$ cat src/rtl/round_timer.sv
// rtl/round_timer.sv - round countdown timer fed by divided clocks; optional blinking warn under WARN_BLINK_EN
module round_timer #(
  parameter int SYNC_STAGES = 2,
  parameter int SECS_W      = 6,
  parameter int WARN_SECS   = 3
) (
  input  logic              masterclk,
  input  logic              rst,
  input  logic              onehzclk,
  input  logic              fastclk,
  input  logic              start,
  input  logic [SECS_W-1:0] load_secs,
  input  logic              pause,
  input  logic              ack,
  output logic              sec_tick,
  output logic              fast_tick,
  output logic              busy,
  output logic              expired,
  output logic [SECS_W-1:0] secs_left,
  output logic              warn
);

  typedef enum logic [1:0] {IDLE, RUN, PAUSED, EXPIRED} state_t;

  localparam int WARM_W = $clog2(SYNC_STAGES + 2);

  logic [SYNC_STAGES-1:0] sec_sync_q;
  logic [SYNC_STAGES-1:0] fast_sync_q;
  logic                   sec_prev_q;
  logic                   fast_prev_q;
  logic                   sec_tick_q;
  logic                   fast_tick_q;
  logic [WARM_W-1:0]      warm_q;
  logic                   warm_done;

  state_t                 state_q;
  logic [SECS_W-1:0]      secs_left_q;
  logic                   busy_q;
  logic                   expired_q;
  logic                   in_window;

  // Ticks stay gated until the synchroniser and edge flops hold real samples,
  // so a divider output already high at reset release is not seen as an edge.
  assign warm_done = (warm_q == WARM_W'(SYNC_STAGES + 1));

  // Synchronise both divided clocks and turn their rising edges into 1-cycle ticks
  always_ff @(posedge masterclk or posedge rst) begin
    if (rst) begin
      sec_sync_q  <= '0;
      fast_sync_q <= '0;
      sec_prev_q  <= 1'b0;
      fast_prev_q <= 1'b0;
      sec_tick_q  <= 1'b0;
      fast_tick_q <= 1'b0;
      warm_q      <= '0;
    end else begin
      sec_sync_q  <= {sec_sync_q[SYNC_STAGES-2:0], onehzclk};
      fast_sync_q <= {fast_sync_q[SYNC_STAGES-2:0], fastclk};
      sec_prev_q  <= sec_sync_q[SYNC_STAGES-1];
      fast_prev_q <= fast_sync_q[SYNC_STAGES-1];
      sec_tick_q  <= warm_done & sec_sync_q[SYNC_STAGES-1] & ~sec_prev_q;
      fast_tick_q <= warm_done & fast_sync_q[SYNC_STAGES-1] & ~fast_prev_q;
      if (!warm_done) begin
        warm_q <= warm_q + 1'b1;
      end
    end
  end

  // Round FSM: start has priority over pause and tick; EXPIRED waits only for ack
  always_ff @(posedge masterclk or posedge rst) begin
    if (rst) begin
      state_q     <= IDLE;
      secs_left_q <= '0;
      busy_q      <= 1'b0;
      expired_q   <= 1'b0;
    end else begin
      case (state_q)
        IDLE, RUN, PAUSED: begin
          if (start) begin
            secs_left_q <= load_secs;
            if (load_secs == '0) begin
              state_q   <= EXPIRED;
              busy_q    <= 1'b0;
              expired_q <= 1'b1;
            end else begin
              state_q   <= RUN;
              busy_q    <= 1'b1;
              expired_q <= 1'b0;
            end
          end else if (state_q == RUN) begin
            if (pause) begin
              state_q <= PAUSED;
            end else if (sec_tick_q) begin
              if (secs_left_q <= SECS_W'(1)) begin
                secs_left_q <= '0;
                state_q     <= EXPIRED;
                busy_q      <= 1'b0;
                expired_q   <= 1'b1;
              end else begin
                secs_left_q <= secs_left_q - 1'b1;
              end
            end
          end else if (state_q == PAUSED) begin
            if (!pause) begin
              state_q <= RUN;
            end
          end
        end
        EXPIRED: begin
          if (ack) begin
            state_q   <= IDLE;
            expired_q <= 1'b0;
          end
        end
        default: begin
          state_q     <= IDLE;
          secs_left_q <= '0;
          busy_q      <= 1'b0;
          expired_q   <= 1'b0;
        end
      endcase
    end
  end

  assign in_window = (state_q == RUN) && (secs_left_q != '0) &&
                     (secs_left_q <= SECS_W'(WARN_SECS));

`ifdef WARN_BLINK_EN
  logic [7:0] blink_cnt_q;
  logic       blink_q;

  // Toggle the warn phase every 250 fast ticks while inside the warning window
  always_ff @(posedge masterclk or posedge rst) begin
    if (rst) begin
      blink_cnt_q <= '0;
      blink_q     <= 1'b0;
    end else if (!in_window) begin
      blink_cnt_q <= '0;
      blink_q     <= 1'b0;
    end else if (fast_tick_q) begin
      if (blink_cnt_q == 8'd249) begin
        blink_cnt_q <= '0;
        blink_q     <= ~blink_q;
      end else begin
        blink_cnt_q <= blink_cnt_q + 1'b1;
      end
    end
  end

  assign warn = in_window & blink_q;
`else
  assign warn = in_window;
`endif

  assign sec_tick  = sec_tick_q;
  assign fast_tick = fast_tick_q;
  assign busy      = busy_q;
  assign expired   = expired_q;
  assign secs_left = secs_left_q;

endmodule

$ cat config.mk
export PLATFORM = sky130hd
export DESIGN_NAME = round_timer
export DESIGN_NICKNAME = d
export VERILOG_FILES = /design/src/rtl/round_timer.sv
export SDC_FILE = /design/constraint.sdc
export NUM_CORES = 1
export LEC_CHECK = 0
export CORE_ASPECT_RATIO = 0.75
export CORE_UTILIZATION = 47
export CTS_CLUSTER_SIZE = 25
export DETAILED_ROUTE_END_ITERATION = 8
export GPL_TIMING_DRIVEN = 0
export PLACE_DENSITY = 0.77
export SETUP_SLACK_MARGIN = 0.15
export SYNTH_ARGS = -nofsm -noshare
export SYNTH_HDL_FRONTEND = slang
export SYNTH_SLANG_ARGS = --single-unit
$ cat constraint.sdc
create_clock -name masterclk -period 2.3 [get_ports masterclk]
set_input_delay 0.46 -clock masterclk [delete_from_list [all_inputs] [get_ports masterclk]]
set_output_delay 0.46 -clock masterclk [all_outputs]
set_load 0.05 [all_outputs]
==> results.md <==
* Layout Nets at 137
* Port-buffer cells at 22
* RSZ-0062 raised after global routing: true
* Combinational share of power at 52.1%
* GRT Resource Usage Total at 21.9%
* Max Cap Violations at 0
* Antenna Nets Post-Route at 0
* Status: completed
* Peak supply drop at 0.00104 V
* TritonCTS clock tree: done
* CTS Root Cell: clkbuf_4
* Num CTS Buffers at 3
* Worst R2R Start: secs_left[4]$_DFFE_PP0P_
* Die ar. at 2250 um^2
* CP startpoint: secs_left[4]$_DFFE_PP0P_
* Final Critical Period at 2160 ps
* R2r endpoint: busy$_DFFE_PP0P_
* Tot Pwr at 0.00172 W
* Die width at 54.5 um
* Fin. Hold Viols at 0
* Via density at 5.76
* Area growth, synth to finish at 36.3%
* CP Class: reg2out
* Commonest cells post-synth: 20 x dfrtp_1, 9 x o21ai_0, 8 x nor2_1
* Slew headroom at 52.6%
* Final Non-Filler Cells at 142
* Die H at 41.4 um
* Sequential share of power at 31.5%
* Dpl cells at 134
* Drt total wl at 2080 um
* Post-Synth Adder-Cell Area at 3.87%
* Worst path required time at 1840 ps
* Final Max Tran Viols at 0
* Area leader, netlist: dfrtp_1
* Worst-path clk slew at 110 ps
* Area share of the largest cell type after synthesis at 51.5%
* Main combinational cell family by area after synthesis: simple AND/OR/NAND/NOR gates
* Worst-path fanout max at 2
* Seq/Total Area, Yosys at 51.5%
* PD cells at 1300 nW/um^2
* Final Skew at 1.71 ps
* Syn Nets at 106
* Synth Area in Compound Gates at 16.9%
* Worst Hold Class: reg2reg
* Diode count at 0
* Post-synth ARST share at 100%
* Placer Congestion at 0.816
* Cell variety after synth at 36
* Yosys warnings at 0
* Post-synth EDFFs at 0
* Mean Syn Cell Area at 10.8 um^2
* Placeable Area at 1840 um^2
* IO Count at 24
* Site Rows at 13
* Cell count after synthesis at 90
* Final period utilization at 93.8%
* DRT Pass-1 Iters at 4
* Internal power at 0.000976 W
* Worst slew pin tran at 710 ps
* Critical hold path startpoint: fast_sync_q[0]$_DFF_PP0_
* Predominant post-synthesis flop cell: dfrtp_1
* Switching share of power at 43.1%
* Peak Freq at 0.464 GHz
* Vias in the first global route at 705
* Worst setup EP type: output port
* Top-count cell post-synth: dfrtp_1
* Post-synthesis mux area share at 5.93%
* Clk network pwr share at 16.4%
* Filler cells at 146
* Avg WL per Cell at 14.6 um
* Iter 0 DRT Violations at 23
* Clock Path Buffers at 2
* CP endpoint: warn
* First-pass GRT wire length at 3250 um
* Share of layout cells above drive strength 1 at 17.5%
* WP data arrival at 1700 ps
* Post-DP HPWL at 1510 um
* Startpoint Class: register
* Setup-failing EPs final at 0
* R2R cell count at 5
* Num Clock Sinks at 20
* Initial Utilization at 52.8%
* Pleak at 0.576 nW
* Flops & latches, synth at 20
* Worst-skew pair later-pin latency at 290 ps
* Largest net degree at the start of global routing at 21
* Switch Pwr at 0.000741 W
* DR vias at 818
* Htree depth at 1
* Post-synthesis cell area at 971 um^2
* Initial antenna violation count at 0
* Congestion Overflow GR at 0
* DRC violations left at 0
* Ranking of synthesized cells by area: dfrtp_1 52%, o21ai_0 4.6%, ha_1 3.9%
* Post-Synth Simple-Gate Area at 17.7%
* Worst R2R Setup Slack at 400 ps
* XOR/XNOR share of the synthesized area at 0.902%
## layout by cell type (no fill, tap or decap), drive strengths merged, types with 2 or more instances in the layout
cell / count
nor2: 8
clkdlybuf4s50: 20
nand2: 6
buf: 6
a2bb2oi: 2
nor4b: 2
clkbuf: 5
mux2: 3
dfrtp: 20
mux2i: 2
ha: 3
inv: 5
or4: 2
a21oi: 3
nand3: 4
o21ai: 10
## through the flow
stage	hold WS [ps]	TNS [ps]	util, %	worst slack [ps]	instance area [um^2]
after global placement	334	-252	67.3	-252	1240
after detailed placement	336	-269	67.3	-269	1240
after global routing	374	0	72.0	75.7	1320
final	359	0	72.0	143	1320
after CTS	364	0	71.9	116	1320
after floorplan	331	0	-	46.7	990
## how the worst min path moves through the flow
stage / to / slack, ps / depth (start not counted)
final: fast_sync_q[1]$_DFF_PP0_ / 360 / 0
after global routing: fast_sync_q[1]$_DFF_PP0_ / 370 / 0
after CTS: fast_sync_q[1]$_DFF_PP0_ / 360 / 0
after detailed placement: fast_sync_q[1]$_DFF_PP0_ / 340 / 0
after global placement: fast_sync_q[1]$_DFF_PP0_ / 330 / 0
after floorplan: fast_sync_q[1]$_DFF_PP0_ / 330 / 0
## registers in the layout, indices dropped and copies added, names as in the netlist
name / count
sec_prev_q: 1
busy: 1
expired: 1
state_q: 2
sec_tick: 1
warm_q: 2
fast_sync_q: 2
fast_prev_q: 1
fast_tick: 1
sec_sync_q: 2
secs_left: 6
## critical path, stage by stage, from the launching register on
cell     delay, ps
dfrtp_2        420
or4_4          560
nor4b_4        230
buf_6          190
## routing by layer
metal | vias up | share of wire (%) | global-route usage, %
li1 | 386 | - | -
met1 | 396 | 48 | 31.7
met2 | 34 | 44 | 32.6
met3 | 2 | 6.8 | 6.52
met4 | 0 | 0.82 | 3.85
met5 | - | 0 | 0
## final cells by class
cell class / count / area (um^2) / share of cell area [%]
flip-flops and latches: 20 / 504 / 38.1
clock buffers: 3 / 22.5 / 1.70
multi-input cells: 62 / 454 / 34.3
clock inverters: 1 / 30.0 / 2.27
well taps: 22 / 27.5 / 2.08
plain buffers: 3 / 12.5 / 0.945
inverters: 5 / 18.8 / 1.42
repair buffers: 26 / 254 / 19.2
## power by group through the flow
stage          Sequential, W  Clock [W]  Combinational, W
3_5_place_dp        0.000568          0          0.000817
4_1_cts             0.000542   0.000292          0.000891
6_report            0.000541   0.000281          0.000894
5_1_grt             0.000558   0.000307          0.000956
3_3_place_gp        0.000561          0          0.000805
2_1_floorplan       0.000789          0          0.000333
## logic make-up (layout without fill, tap and decap cells)
group / Yosys count / count (layout)
AND/OR/NAND/NOR: 30 / 30
AO/OA/AOI/OAI: 23 / 23
flip-flops: 20 / 20
buffers and inverters: 8 / 38
multiplexers: 5 / 5
adder cells (fa/ha/maj): 3 / 3
XOR/XNOR: 1 / 1
## what timing repair did
item                                    CTS  global route
pin swaps                                 2             0
endpoints found under the hold margin     0             0
buffers inserted                          4             0
endpoints found under the setup margin    1             2
hold buffers                              0             0
resized for setup                         7             1
No activity file was read; power rests on OpenSTA's default activity.
